**config.mk**
```make
export PLATFORM = sky130hd
export DESIGN_NAME = clk_period_monitor
export DESIGN_NICKNAME = d
export VERILOG_FILES = /design/src/rtl/clk_period_monitor.sv
export SDC_FILE = /design/constraint.sdc
export NUM_CORES = 1
export LEC_CHECK = 0
export ABC_AREA = 1
export CORE_MARGIN = 1.5
export CORE_UTILIZATION = 38
export DETAILED_ROUTE_END_ITERATION = 8
export PLACE_DENSITY = 0.56
export SKIP_CTS_REPAIR_TIMING = 1
export SYNTH_ARGS = -nofsm -noshare
export SYNTH_HDL_FRONTEND = slang
export SYNTH_SLANG_ARGS = --single-unit
```
**constraint.sdc**
```tcl
create_clock -name clk_in -period 2.9 [get_ports clk_in]
set_input_delay 0.29 -clock clk_in [delete_from_list [all_inputs] [get_ports clk_in]]
set_output_delay 0.29 -clock clk_in [all_outputs]
set_load 0.02 [all_outputs]
```
**src/rtl/clk_period_monitor.sv**
```systemverilog
// Measures the period of a slow monitored clock in clk_in cycles and
// reports lock, loss-of-clock and a saturating error count.
// Ports: clk_in, rst_n, clk_mon in; period, period_valid, locked,
//        clk_lost, err_count out (all registered).
module clk_period_monitor #(
  parameter int CNT_W          = 16,
  parameter int NOMINAL_PERIOD = 25176,
  parameter int TOLERANCE      = 64,
  parameter int LOCK_COUNT     = 4
) (
  input  logic             clk_in,
  input  logic             rst_n,
  input  logic             clk_mon,
  output logic [CNT_W-1:0] period,
  output logic             period_valid,
  output logic             locked,
  output logic             clk_lost,
  output logic [7:0]       err_count
);

  localparam int GR_W = $clog2(LOCK_COUNT + 1);
  localparam logic [CNT_W-1:0] P_MIN =
    CNT_W'(NOMINAL_PERIOD - TOLERANCE);
  localparam logic [CNT_W-1:0] P_MAX =
    CNT_W'(NOMINAL_PERIOD + TOLERANCE);
  localparam logic [GR_W-1:0] GR_LOCK = GR_W'(LOCK_COUNT);

  typedef enum logic [1:0] {
    S_IDLE,
    S_MEASURE,
    S_LOCKED,
    S_LOST
  } state_t;

  state_t           state_q, state_d;
  logic             sync1_q, sync2_q, prev_q;
  logic [CNT_W-1:0] cnt_q, cnt_d;
  logic [GR_W-1:0]  good_q, good_d;
  logic [CNT_W-1:0] period_q, period_d;
  logic             pv_q, pv_d;
  logic             locked_q, locked_d;
  logic             lost_q, lost_d;
  logic [7:0]       err_q, err_d;

  logic             edge_det;
  logic             timeout;
  logic             in_range;
  logic [CNT_W-1:0] p_meas;
  logic [GR_W-1:0]  good_inc;
  logic [7:0]       err_inc;

  assign edge_det = sync2_q & ~prev_q;
  assign p_meas   = cnt_q + CNT_W'(1);
  assign in_range = (p_meas >= P_MIN) && (p_meas <= P_MAX);
  // An edge landing on the timeout cycle takes priority.
  assign timeout  = (cnt_q == P_MAX) && !edge_det;
  assign good_inc = good_q + GR_W'(1);
  assign err_inc  = (err_q == 8'hFF) ? err_q : err_q + 8'd1;

  always_comb begin
    state_d  = state_q;
    good_d   = good_q;
    period_d = period_q;
    pv_d     = 1'b0;
    err_d    = err_q;
    if (edge_det)
      cnt_d = '0;
    else if (cnt_q == {CNT_W{1'b1}})
      cnt_d = cnt_q;
    else
      cnt_d = cnt_q + CNT_W'(1);

    unique case (state_q)
      S_IDLE: begin
        // First edge only arms the counter.
        if (edge_det) begin
          state_d = S_MEASURE;
        end else if (timeout) begin
          state_d = S_LOST;
          err_d   = err_inc;
        end
      end
      S_MEASURE: begin
        if (edge_det) begin
          period_d = p_meas;
          pv_d     = 1'b1;
          if (in_range) begin
            if (good_inc == GR_LOCK) begin
              state_d = S_LOCKED;
              good_d  = '0;
            end else begin
              good_d = good_inc;
            end
          end else begin
            good_d = '0;
            err_d  = err_inc;
          end
        end else if (timeout) begin
          state_d = S_LOST;
          err_d   = err_inc;
        end
      end
      S_LOCKED: begin
        if (edge_det) begin
          period_d = p_meas;
          pv_d     = 1'b1;
          if (!in_range) begin
            state_d = S_MEASURE;
            good_d  = '0;
            err_d   = err_inc;
          end
        end else if (timeout) begin
          state_d = S_LOST;
          err_d   = err_inc;
        end
      end
      S_LOST: begin
        // Interval ending here spans the outage; not a measurement.
        if (edge_det) begin
          state_d = S_MEASURE;
          good_d  = '0;
        end
      end
      default: state_d = S_IDLE;
    endcase

    locked_d = (state_d == S_LOCKED);
    lost_d   = (state_d == S_LOST);
  end

  always_ff @(posedge clk_in or negedge rst_n) begin
    if (!rst_n) begin
      sync1_q  <= 1'b0;
      sync2_q  <= 1'b0;
      prev_q   <= 1'b0;
      state_q  <= S_IDLE;
      cnt_q    <= '0;
      good_q   <= '0;
      period_q <= '0;
      pv_q     <= 1'b0;
      locked_q <= 1'b0;
      lost_q   <= 1'b0;
      err_q    <= '0;
    end else begin
      sync1_q  <= clk_mon;
      sync2_q  <= sync1_q;
      prev_q   <= sync2_q;
      state_q  <= state_d;
      cnt_q    <= cnt_d;
      good_q   <= good_d;
      period_q <= period_d;
      pv_q     <= pv_d;
      locked_q <= locked_d;
      lost_q   <= lost_d;
      err_q    <= err_d;
    end
  end

  assign period       = period_q;
  assign period_valid = pv_q;
  assign locked       = locked_q;
  assign clk_lost     = lost_q;
  assign err_count    = err_q;

endmodule

```
==> impl_metrics.ini <==
[sta]
hold_slack_ns = 0.366
tns_ns = 0
slew_headroom_pct = 53.4
tightest_slew_ns = 0.698
max_freq_mhz = 431
fin_crit_sh_pct = 80.0
hold_viol_final = 0
finClkSkew_ns = 0.00945
fin_crit_ns = 2.32
final_max_slew_viol_count = 0
setup_viol = 0
grt_setup_unrepaired = no
timing.final.ws_setup_ns = 0.580

[yosys]
avgSynthCellArea_um2 = 7.90
synth_area_leaders = dfrtp_1 (46%), nand2_1 (14%), inv_1 (5.6%), o21ai_0 (5.2%), nand3_1 (4.8%)
yosys.area.top_type = dfrtp_1
synth_top_area_share_pct = 45.5
synth_warnings = 0
synthCells = 355
async_flop_share_pct = 100
seq_area_frac_synth_pct = 45.5
synth_edf_count = 0
synth_seq_cells = 51
syn_area_um2 = 2800
syn_nets = 367
ys.flop_type = dfrtp_1
yosysUniqueCellTypes = 33

[cts]
root_buffer = clkbuf_8
clock_path_buffers = 2
cts_max_level = 2
numCtsBuffers = 5
cts.sinks = 51
path_clk_slew_ns = 0.10
clk_latency_ns = 0.31
cts_tree = built

[die]
die-area_um2 = 7900
die_h_um = 88.9
ioPinCount = 30
core-area_um2 = 7210
start_util_pct = 38.9
rows = 31
dieWidth_um = 88.9

[power]
clock_power_share_pct = 20.1
combPwrFrac_pct = 36.2
p_seq_share_pct = 43.6
switching_share_pct = 39.1
p_total_mw = 2.09
p_leak_nw = 1.55
p_int_mw = 1.27
netSwitchingPower_mw = 0.818
max-vdd-ir-drop_mv = 0.318
power.density_nw_per_um2 = 630

[grt]
grt_pass1_vias = 2235
antenna_found_initial = 0
grt_pass1_wl_mm = 10.9
grt_use_total_pct = 18.1
overflow = 0
grt_max_degree = 33

[worst_hold_path]
min_from = sync1_q
hold_path_class = register to register

[drt]
drc = 0
drtPass1Iterations = 4
post_drt_via_cell_ratio = 4.87
ant_nets = 0
vias = 2385
drt_iter0_markers = 160
wl_per_cell_um = 13.1
finalWirelength_mm = 6.41

[cells_and_area]
final_cell_mix = nand2_1 (104), dfrtp_1 (51), inv_1 (42)
utilization_pct = 46.0
nets = 402
drive_gt1_share_pct = 10.2
synthToLayoutAreaGrowth_pct = 18.3
antenna_cells = 0
multiInputGateArea_um2 = 1330
layout_commonest_cell = nand2_1
regArea_um2 = 1280
n_fill_cell = 713

[critical_path]
cp-start-kind = register
critPathMaxFanout = 8
reg2reg_from = cnt_q[1]
startpoint = cnt_q[1]
crit_required_ns = 3.10
end_kind = register
critical_path_class = register to register
cp.arrival_ns = 2.52

[place]
place_congestion = 0.980
dp_hpwl_mm = 4.81
portBuffers = 29
dp_slack_ns = 0.593

[job]
cap_violations = 0

[status]
status = complete, no violations
==> stage by stage <==
step                instance area [um2]  cells
finish                             3320    490
global route                       3320    490
CTS                                3310    489
detailed placement                 3220    481
global placement                   3220    481
floorplan                          2800    355
==> flip-flops by register name, summed over array words and instances, names as in the netlist <==
register / cells
period_valid: 1
sync2_q: 1
locked: 1
sync1_q: 1
clk_lost: 1
cnt_q: 16
err_count: 8
good_q: 3
prev_q: 1
period: 16
state_q: 2
==> power by group through the flow <==
stage / sequential [mW] / clock [mW] / combinational, mW
finish: 0.912 / 0.421 / 0.757
global route: 0.928 / 0.467 / 0.863
CTS: 0.913 / 0.438 / 0.767
detailed placement: 0.926 / 0 / 0.763
global placement: 0.922 / 0 / 0.762
floorplan: 0.985 / 0 / 0.437
==> cell usage after synthesis (2+ instances only) <==
library cell,n
nand3_2,4
inv_1,42
nand3_1,27
dfrtp_1,51
inv_2,3
o21ai_0,29
xor2_1,4
xnor2_1,2
nor2_4,4
nor2_1,26
nand2_2,6
o31ai_1,2
a31oi_1,2
nor3_1,2
nand2_1,104
nand4_1,14
ha_1,9
nor2_2,3
o21ai_1,2
clkbuf_1,6
==> layer usage <==
layer	up-vias	routed length [um]	track usage (%)
met2	59	2790	26.4
met3	10	318	4.06
li1	1215	-	-
met5	-	0	0
met1	1101	3200	26.7
met4	0	93	5.54
==> worst max-delay path, stage by stage, from the launching register on <==
cell,delay (ns)
dfrtp_1,0.41
ha_1,0.25
nand3_2,0.16
inv_2,0.11
nand2_1,0.08
xor2_1,0.22
inv_1,0.08
nor2_2,0.12
nand2_2,0.09
nor2_8,0.18
nand2_1,0.08
nand2_2,0.10
mux2_1,0.34
==> path summary, 6_finish.rpt <==
path / slack [ns] / to / cells after the start
max: 0.58 / good_q[0] / 12
min reg2reg: 0.37 / sync2_q / 0
min: 0.37 / sync2_q / 0
max reg2reg: 0.58 / good_q[0] / 12
min in group asynchronous: 0.47 / cnt_q[7] / 2
max in group asynchronous: 1.63 / cnt_q[13] / 3
==> cell families after synthesis <==
group / share of synthesized area (%)
simple gates: 33.0
buf+inv: 6.96
flops: 45.5
compound gates: 8.26
fa+ha+maj: 4.02
xor+xnor: 1.87
mux: 0.402
==> area by class of cell <==
cell class,count,area share (%)
clock inverter,3,0.566
multi-input combinational,252,40.2
clock buffer,5,2.07
inverter,46,5.20
timing repair buffer,34,9.80
tap,99,3.73
sequential,51,38.5
No activity file was read; power rests on OpenSTA's default activity.
